File: src/rtl/cpu_pkg.sv
// Shared ISA constants, ALU control codes, FSM encoding and the opcode/funct decode
// used by the multicycle core.
package cpu_pkg;

  localparam logic [5:0] OP_RTYPE = 6'h00;
  localparam logic [5:0] OP_ADDI  = 6'h08;
  localparam logic [5:0] OP_LW    = 6'h23;
  localparam logic [5:0] OP_SW    = 6'h2B;
  localparam logic [5:0] OP_BEQ   = 6'h04;

  localparam logic [5:0] FN_ADD = 6'h20;
  localparam logic [5:0] FN_SUB = 6'h22;
  localparam logic [5:0] FN_AND = 6'h24;
  localparam logic [5:0] FN_OR  = 6'h25;
  localparam logic [5:0] FN_SLT = 6'h2A;

  typedef enum logic [2:0] {
    ALU_ADD,
    ALU_SUB,
    ALU_AND,
    ALU_OR,
    ALU_SLT
  } alu_op_e;

  typedef enum logic [2:0] {
    S_IDLE,
    S_DECODE,
    S_EXEC,
    S_MEM,
    S_WB
  } state_e;

  typedef struct packed {
    logic    legal;
    alu_op_e alu_op;
    logic    use_imm;
    logic    reg_write;
    logic    dst_rt;
    logic    is_load;
    logic    is_store;
    logic    is_branch;
  } ctrl_t;

  function automatic ctrl_t decode_ctrl(input logic [5:0] opcode, input logic [5:0] funct);
    ctrl_t c;
    c = '0;
    c.alu_op = ALU_ADD;
    case (opcode)
      OP_RTYPE: begin
        c.legal     = 1'b1;
        c.reg_write = 1'b1;
        case (funct)
          FN_ADD:  c.alu_op = ALU_ADD;
          FN_SUB:  c.alu_op = ALU_SUB;
          FN_AND:  c.alu_op = ALU_AND;
          FN_OR:   c.alu_op = ALU_OR;
          FN_SLT:  c.alu_op = ALU_SLT;
          default: begin
            c.legal     = 1'b0;
            c.reg_write = 1'b0;
          end
        endcase
      end
      OP_ADDI: begin
        c.legal     = 1'b1;
        c.use_imm   = 1'b1;
        c.reg_write = 1'b1;
        c.dst_rt    = 1'b1;
      end
      OP_LW: begin
        c.legal     = 1'b1;
        c.use_imm   = 1'b1;
        c.reg_write = 1'b1;
        c.dst_rt    = 1'b1;
        c.is_load   = 1'b1;
      end
      OP_SW: begin
        c.legal    = 1'b1;
        c.use_imm  = 1'b1;
        c.is_store = 1'b1;
      end
      OP_BEQ: begin
        c.legal     = 1'b1;
        c.alu_op    = ALU_SUB;
        c.is_branch = 1'b1;
      end
      default: ;
    endcase
    return c;
  endfunction

endpackage

File: src/rtl/cpu_regfile.sv
// NREG x XLEN register file: two combinational read ports, one synchronous write port,
// register 0 hardwired to zero, asynchronous clear.
module cpu_regfile #(
  parameter int XLEN = 32,
  parameter int NREG = 32,
  localparam int AW = $clog2(NREG)
) (
  input  logic            clk,
  input  logic            rst,
  input  logic [AW-1:0]   i_ra,
  input  logic [AW-1:0]   i_rb,
  output logic [XLEN-1:0] o_rd_a,
  output logic [XLEN-1:0] o_rd_b,
  input  logic            i_we,
  input  logic [AW-1:0]   i_wa,
  input  logic [XLEN-1:0] i_wd
);

  logic [XLEN-1:0] r_regs [NREG];

  always_ff @(posedge clk or posedge rst) begin
    if (rst) begin
      for (int i = 0; i < NREG; i++) r_regs[i] <= '0;
    end else if (i_we && (i_wa != '0)) begin
      r_regs[i_wa] <= i_wd;
    end
  end

  assign o_rd_a = (i_ra == '0) ? '0 : r_regs[i_ra];
  assign o_rd_b = (i_rb == '0) ? '0 : r_regs[i_rb];

endmodule

File: src/rtl/multicycle_cpu.sv
// Multicycle MIPS-subset core: IDLE -> DECODE -> EXEC -> (MEM) -> (WB), one instruction
// in flight; data memory uses a req/ack handshake held in MEM until acknowledged.
module multicycle_cpu
  import cpu_pkg::*;
#(
  parameter int XLEN = 32,
  parameter int NREG = 32
) (
  input  logic            clk,
  input  logic            rst,
  input  logic            instr_valid,
  input  logic [31:0]     instr,
  output logic            instr_ready,
  output logic            dmem_req,
  output logic            dmem_we,
  output logic [XLEN-1:0] dmem_addr,
  output logic [XLEN-1:0] dmem_wdata,
  input  logic [XLEN-1:0] dmem_rdata,
  input  logic            dmem_ack,
  output logic [XLEN-1:0] alu_result,
  output logic            zero,
  output logic            retire,
  output logic            illegal
);

  localparam int AW = $clog2(NREG);

  state_e          r_state;
  state_e          w_next;
  logic [31:0]     r_instr;
  logic [XLEN-1:0] r_rs_val;
  logic [XLEN-1:0] r_rt_val;
  logic [XLEN-1:0] r_alu_result;
  logic            r_zero;
  logic [XLEN-1:0] r_mem_data;

  ctrl_t           w_ctrl;
  logic [AW-1:0]   w_rs_idx;
  logic [AW-1:0]   w_rt_idx;
  logic [AW-1:0]   w_rd_idx;
  logic [XLEN-1:0] w_imm;
  logic [XLEN-1:0] w_op_b;
  logic [XLEN-1:0] w_alu;
  logic [XLEN-1:0] w_rf_a;
  logic [XLEN-1:0] w_rf_b;
  logic            w_rf_we;
  logic [AW-1:0]   w_rf_wa;
  logic [XLEN-1:0] w_rf_wd;
  logic            w_unused;

  // Register fields use only the low log2(NREG) bits of each 5-bit MIPS field.
  assign w_ctrl   = decode_ctrl(r_instr[31:26], r_instr[5:0]);
  assign w_rs_idx = r_instr[21 +: AW];
  assign w_rt_idx = r_instr[16 +: AW];
  assign w_rd_idx = r_instr[11 +: AW];
  assign w_imm    = XLEN'($signed(r_instr[15:0]));
  assign w_op_b   = w_ctrl.use_imm ? w_imm : r_rt_val;
  assign w_unused = ^r_instr;

  always_comb begin
    w_alu = '0;
    case (w_ctrl.alu_op)
      ALU_ADD: w_alu = r_rs_val + w_op_b;
      ALU_SUB: w_alu = r_rs_val - w_op_b;
      ALU_AND: w_alu = r_rs_val & w_op_b;
      ALU_OR:  w_alu = r_rs_val | w_op_b;
      ALU_SLT: w_alu[0] = ($signed(r_rs_val) < $signed(w_op_b));
      default: w_alu = '0;
    endcase
  end

  assign w_rf_we = (r_state == S_WB) && w_ctrl.reg_write;
  assign w_rf_wa = w_ctrl.dst_rt ? w_rt_idx : w_rd_idx;
  assign w_rf_wd = w_ctrl.is_load ? r_mem_data : r_alu_result;

  cpu_regfile #(
    .XLEN(XLEN),
    .NREG(NREG)
  ) u_regfile (
    .clk    (clk),
    .rst    (rst),
    .i_ra   (w_rs_idx),
    .i_rb   (w_rt_idx),
    .o_rd_a (w_rf_a),
    .o_rd_b (w_rf_b),
    .i_we   (w_rf_we),
    .i_wa   (w_rf_wa),
    .i_wd   (w_rf_wd)
  );

  always_ff @(posedge clk or posedge rst) begin
    if (rst) r_state <= S_IDLE;
    else     r_state <= w_next;
  end

  always_comb begin
    w_next = r_state;
    case (r_state)
      S_IDLE:   if (instr_valid) w_next = S_DECODE;
      S_DECODE: w_next = w_ctrl.legal ? S_EXEC : S_IDLE;
      S_EXEC: begin
        if (w_ctrl.is_branch)                      w_next = S_IDLE;
        else if (w_ctrl.is_load || w_ctrl.is_store) w_next = S_MEM;
        else                                       w_next = S_WB;
      end
      S_MEM:    if (dmem_ack) w_next = w_ctrl.is_load ? S_WB : S_IDLE;
      S_WB:     w_next = S_IDLE;
      default:  w_next = S_IDLE;
    endcase
  end

  // Operands are sampled in DECODE; the EXEC result doubles as the memory address in MEM.
  always_ff @(posedge clk or posedge rst) begin
    if (rst) begin
      r_instr      <= '0;
      r_rs_val     <= '0;
      r_rt_val     <= '0;
      r_alu_result <= '0;
      r_zero       <= 1'b0;
      r_mem_data   <= '0;
    end else begin
      if (r_state == S_IDLE && instr_valid) r_instr <= instr;
      if (r_state == S_DECODE) begin
        r_rs_val <= w_rf_a;
        r_rt_val <= w_rf_b;
      end
      if (r_state == S_EXEC) begin
        r_alu_result <= w_alu;
        r_zero       <= (w_alu == '0);
      end
      if (r_state == S_MEM && dmem_ack && w_ctrl.is_load) r_mem_data <= dmem_rdata;
    end
  end

  assign instr_ready = (r_state == S_IDLE);
  assign illegal     = (r_state == S_DECODE) && !w_ctrl.legal;
  assign retire      = (r_state == S_WB)
                     || ((r_state == S_EXEC) && w_ctrl.is_branch)
                     || ((r_state == S_MEM) && dmem_ack && w_ctrl.is_store);
  assign dmem_req    = (r_state == S_MEM);
  assign dmem_we     = (r_state == S_MEM) && w_ctrl.is_store;
  assign dmem_addr   = r_alu_result;
  assign dmem_wdata  = r_rt_val;
  assign alu_result  = r_alu_result;
  assign zero        = r_zero;

endmodule

File: config.mk
export PLATFORM = sky130hd
export DESIGN_NAME = multicycle_cpu
export DESIGN_NICKNAME = d
export VERILOG_FILES = /design/src/rtl/cpu_pkg.sv /design/src/rtl/cpu_regfile.sv /design/src/rtl/multicycle_cpu.sv
export SDC_FILE = /design/constraint.sdc
export NUM_CORES = 2
export LEC_CHECK = 0
export BUFFER_PORTS_ARGS = -buffer_cell sky130_fd_sc_hd__buf_2
export CORE_MARGIN = 2
export CORE_UTILIZATION = 40
export DETAILED_ROUTE_END_ITERATION = 12
export PLACE_DENSITY_LB_ADDON = 0.08
export RECOVER_POWER = 25
export SLEW_MARGIN = 20
export SYNTH_ARGS = -nofsm -noshare
export SYNTH_HDL_FRONTEND = slang
export SYNTH_SLANG_ARGS = --single-unit
File: constraint.sdc
create_clock -name clk -period 37.2 [get_ports clk]
set_clock_uncertainty 0.2 [all_clocks]
set_input_delay 5.58 -clock clk [delete_from_list [all_inputs] [get_ports clk]]
set_output_delay 5.58 -clock clk [all_outputs]
set_load 0.005 [all_outputs]
### Yosys cells after proc, flatten, opt, wreduce, memory -nomap -nowiden

Cells that the tools add are included.

| storage, ports and cells | value |
|---|---|
| memories | 0 |
| bits in registers | 1188 |
| bits of input ports | 68 |
| word-level logic and storage cells | 129 |
| bits in read-only memories | 0 |
| memory bits (writable) | 0 |
| bits in latches | 0 |

| cells by class | value |
|---|---|
| reductions and logical operators | 26 |
| multiplexer cells | 33 |
| $mul | 0 |
| bitwise operators | 5 |
| divide/modulo/power cells | 0 |
| equality and inequality tests | 19 |
| $add $sub $neg | 2 |
| shifts and indexed selects | 0 |
| magnitude comparators | 5 |

Operators by type and width:

| operator | count |
|---|---|
| $bwmux W1024 | 1 |
| $bmux W32 S5 | 2 |
| $mux W32 | 9 |
| $demux W32 S5 | 1 |
| $pmux W31 S4 | 1 |
| $eq A6 B6 Y1 const B | 7 |
| $add A32 B32 Y32 | 1 |
| $and A32 B32 Y32 | 1 |
| $logic_not A32 Y1 | 1 |
| $lt A32 B32 Y1 | 1 |
| $or A32 B32 Y32 | 1 |
| $sub A32 B32 Y32 | 1 |
| $pmux W3 S4 | 2 |
| $ge A6 B6 Y1 const B | 3 |
| $not A5 Y6 | 3 |
| $mux W3 | 5 |
| $eq A3 B2 Y1 const B | 4 |
| $logic_and A1 B1 Y1 | 10 |
| $logic_not A5 Y1 | 2 |
| $eq A3 B1 Y1 const B | 2 |
| $eq A3 B3 Y1 const B | 2 |
| $eq A6 B3 Y1 const B | 1 |
| $eq A6 B4 Y1 const B | 1 |
| $logic_not A3 Y1 | 2 |
| other kinds (18) | 26 |

### Depth between registers and ports, before layout

| logic depth | value |
|---|---|
| depth in word-level cells | 10 |
| gate-level depth with buffers | 22 |
| depth with buffers taken out | 19 |

### Hierarchy

A second synthesis with hierarchy kept.

| second synthesis, totals | value |
|---|---|
| cells, all modules | 5013 |
| area, all modules | 67718.7 sq um |

By module, submodules not included:

| module | cells each | times used | area an instance (sq um) |
|---|---|---|---|
| cpu_regfile | 3612 | 1 | 55096.6 |
| multicycle_cpu | 1401 | 1 | 12622.1 |

### Least setup slack after synthesis

Ideal clock, no wire load.

| timing | value |
|---|---|
| path type | in2out |
| start | input dmem_ack |
| end | output retire |
| arrival time | 5.693 ns |
| cell stages on the path | 1 |
| path slack | 25.727 ns |
| path through | o2bb2ai_1 |

| between the ends | value |
|---|---|
| word-level cells in the longest chain between the ends | 3 |

Ends and longest elaborated chain:

| what | line | source |
|---|---|---|
| start, declared | multicycle_cpu.sv:19 | `input logic dmem_ack,` |
| $logic_and A1 B1 Y1 (2 in series) | multicycle_cpu.sv:139 | `\|\| ((r_state == S_MEM) && dmem_ack && w_ctrl.is_store);` |
| $logic_or A1 B1 Y1 | multicycle_cpu.sv:139 |  |
| end, declared | multicycle_cpu.sv:22 | `output logic retire,` |

Every way passes these cells.

### Final worst setup path

| timing | value |
|---|---|
| start | register r_instr[21] |
| end | register r_rs_val[22] |

| between the ends | value |
|---|---|
| word-level cells in the longest chain between the ends | 5 |
| elaborated cells on any way between the ends | 6 |
| classes of those cells | mux (4); bitwise (1); reduce/logical (1) |

Ends and longest elaborated chain:

| what | line | source |
|---|---|---|
| start, declared | multicycle_cpu.sv:30 | `logic [31:0] r_instr;` |
| start signal, assigned | multicycle_cpu.sv:122 | `if (r_state == S_IDLE && instr_valid) r_instr <= instr;` |
| $not A5 Y6 (implied by the code) | cpu_regfile.sv:29 | `assign o_rd_a = (i_ra == '0) ? '0 : r_regs[i_ra];` |
| $bmux W32 S5 | cpu_regfile.sv:29 |  |
| $mux W32 (implied by the code) (2 in series) | cpu_regfile.sv:29 |  |
| $mux W32 * | cpu_regfile.sv:29 |  |
| end signal, assigned | multicycle_cpu.sv:124 | `r_rs_val <= w_rf_a;` |
| end, declared | multicycle_cpu.sv:31 | `logic [XLEN-1:0] r_rs_val;` |

Every way passes the cells marked *; elsewhere a longest branch is shown, timed or not. The select of a mux whose other input is x is not followed.
A chain may end at the register's enable or synchronous reset.

==> flow_summary.toml <==
[run_status]
outcome = "finished with violations"
violations = "max-capacitance violations, max-slew violations"

[route]
via_count = 48260
antenna_left = 0
initialDrtViolationCount = 4692
drcViolationCount = 0
finalWirelength_um = 241000
wire_per_inst_um = 29.7
dr.pass1.iters = 6
viasPerCell = 5.95

[timing]
postLayoutSetupSlackWorst_ns = 23.68
hold_violations = 0
rsz0062_at_grt = "false"
fin_crit_ns = 13.52
setup_tns_ns = 0
worstMarginPinSlew_ns = 6.85
setup_viol = 0
fin_crit_sh = 0.363
fmaxAchievable_mhz = 74.0
maxSlewViolCount = 1523
slew_headroom = -3.57

[power]
netSwitchingFraction = 0.399
leakage_uw = 0.0308
power_frac_seq = 0.331
ir_worst_vdd_uv = 37.2
p_switching_uw = 1800
internal_power_uw = 2710
combPwrFrac = 0.354
p_per_area_mw_per_mm2 = 63.3
clkPwrFrac = 0.315

[worst_hold_path]
min_path_type = "flip-flop to flip-flop"

[cts]
h-tree-depth = 4
path_clk_slew_ns = 0.06
post_cts_buffers = 0
postCtsHoldBufs = 0
cts_tree = "yes"
clkSinkCount = 1188
numCtsBuffers = 140
clockRootBuffer = "clkbuf_16"
cts_resized = 0
ctsLongestPathBuffers = 3
clk_latency_ns = 0.80

[placed_design]
dp_cells = 7849
pre_cts_slack_ns = 25.47
dpl_cell_area_mm2 = 0.0669
hpwl_um = 149000
place_congestion = 0.907
numPortBuffers = 169

[floorplan]
ios = 170
dieArea_mm2 = 0.165
start_util = 0.403
core_area_mm2 = 0.161
die_h_um = 406
die_x_um = 406
placementRows = 147

[logic_synthesis]
avgSynthCellArea_um2 = 10.8
ys_warn_count = 0
synth_edf_count = 0
synthArstFlopShare = 1.00
synth-main-ff-cell = "dfrtp_1"
seq_area_frac_synth = 0.459
synth_cell_types = 87
syn_area_mm2 = 0.0648
synthCells = 6020
synth_nets = 6193
ys_seq_elements = 1188

[global_route]
track_usage = 0.293
grt-ovfl-total = 0
grt_max_degree = 144
grt_pass1_vias = 47383
grt_pass1_wl_um = 348000
antenna_found_initial = 4

[setup_path]
rrSetupSlack_ns = 23.68
crit_path_end_kind = "flip-flop"
crit_type = "flip-flop to flip-flop"
worstPathRequired_ns = 37.69
critPathLaunchType = "flip-flop"
crit_arrival_ns = 14.01
cp_max_fo = 74

[layout]
final_util = 0.444
drive_above_1_share = 0.203
postLayoutCellArea_mm2 = 0.0713
fin_nets = 6006
num-fill-cells = 15224
area_growth_pct = 10.1
instances_no_fill = 8107

[job]
drv_cap = 48
per-stage QoR:
stage / total power, µW / hold slack, ns
after floorplan: 2460 / 0.241
after global placement: 3090 / 0.178
after detailed placement: 3100 / 0.183
after CTS: 4520 / 0.196
after global routing: 4700 / 0.209
final: 4520 / 0.192
layer usage:
metal,global-route usage,share of wire
met1,0.406,0.44
met4,0.111,0.042
met5,0,0.000054
met3,0.0471,0.061
met2,0.465,0.46
power by group through the flow:
stage | logic [µW] | clock network, µW | registers [µW]
6_report | 1600 | 1420 | 1500
5_1_grt | 1700 | 1500 | 1500
4_1_cts | 1580 | 1450 | 1500
3_5_place_dp | 1580 | 0 | 1520
3_3_place_gp | 1570 | 0 | 1520
2_1_floorplan | 1050 | 0 | 1410
kinds of logic after synthesis:
family | after synthesis | synth area share
AOI/OAI and AO/OA | 1622 | 0.144
muxes | 806 | 0.223
xor gates and xnor gates | 15 | 0.00203
buffers and inverters | 743 | 0.0532
DFF | 1188 | 0.459
adders and majority gates | 105 | 0.0205
and+or+nand+nor | 1541 | 0.0989
synthesized netlist by cell type (11+ instances only):
cell / instances / area [µm²]
dfrtp_1: 1188 / 29700
nand2b_1: 40 / 250
o31ai_1: 12 / 90.1
or3_1: 13 / 81.3
clkbuf_1: 349 / 1310
nor4_1: 16 / 100
inv_1: 103 / 387
buf_6: 37 / 417
and3_1: 14 / 87.6
nand2_1: 735 / 2760
nand3_1: 17 / 85.1
o21ai_1: 339 / 1700
a22o_1: 65 / 569
a21oi_1: 587 / 2940
o221ai_1: 51 / 447
a211oi_1: 33 / 248
nor2_4: 12 / 135
a221oi_1: 44 / 385
buf_1: 42 / 158
o21ai_0: 315 / 1580
a31oi_1: 16 / 100
mux4_2: 496 / 11200
nand4_1: 11 / 68.8
ha_1: 103 / 1290
buf_2: 165 / 826
mux2_2: 128 / 1440
buf_4: 46 / 345
xnor2_1: 14 / 123
nor2b_1: 13 / 81.3
mux2i_1: 181 / 1810
nor2_1: 601 / 2260
nor3_1: 23 / 115
o211ai_1: 29 / 218
o22ai_1: 45 / 282
area by class of cell:
cell class / instances / area (µm²) / area share
well taps: 2160 / 2700 / 0.0379
clock inverters: 41 / 541 / 0.00758
repair buffers: 310 / 1930 / 0.0271
clock buffers: 212 / 4180 / 0.0586
inverters: 104 / 394 / 0.00552
flip-flops and latches: 1188 / 29800 / 0.417
multi-input cells: 4089 / 31800 / 0.446
diodes: 3 / 7.51 / 0.000105
sequential cells by signal, indices dropped and copies added (netlist names):
| signal | flops |
|---|---|
| r_instr | 32 |
| r_mem_data | 32 |
| r_state | 3 |
| dmem_wdata | 32 |
| r_rs_val | 32 |
| u_regfile.r_regs | 1024 |
| alu_result | 32 |
| zero | 1 |
cells in the final DEF, fill, tap and decap left out, types with 17 or more instances in the layout:
cell,instances
a22o_1,65
o221ai_1,51
o21ai_0,432
mux2i_4,19
clkbuf_1,59
o211ai_1,29
o21ai_1,223
nor2_1,611
clkbuf_16,145
nand2b_1,40
mux4_2,496
clkinv_2,18
buf_2,169
nand3_1,17
ha_1,103
mux2i_1,150
o22ai_1,45
a221oi_1,44
buf_4,110
mux2_2,127
a211oi_1,33
dfrtp_1,1180
nor3_1,22
a21oi_1,587
nand2_1,732
clkbuf_8,30
inv_1,102
worst max-delay path, stage by stage (launching register included):
cell and delay, ns:
dfrtp_1 2.23, clkbuf_1 2.22, clkbuf_1 4.88, nor3_1 0.28, nor2_1 1.64, clkbuf_1 1.28, o21ai_0 0.22, o21ai_0 0.26
worst paths after layout:
kind / cells past startpoint / endpoint / start
worst max-delay path: 7 / r_rs_val[22]$_DFFE_PP0N_ / r_instr[21]$_DFFE_PP0P_
worst min-delay path: 0 / u_regfile.r_regs[999]$_DFFE_PP0P_ / u_regfile.r_regs[999]$_DFFE_PP0P_
worst max register to register: 7 / r_rs_val[22]$_DFFE_PP0N_ / r_instr[21]$_DFFE_PP0P_
worst min register to register: 0 / u_regfile.r_regs[999]$_DFFE_PP0P_ / u_regfile.r_regs[999]$_DFFE_PP0P_
max in group asynchronous: 7 / u_regfile.r_regs[129]$_DFFE_PP0P_ / rst
min in group asynchronous: 2 / u_regfile.r_regs[404]$_DFFE_PP0P_ / rst
Note: power is estimated with default switching activity, not from simulation.
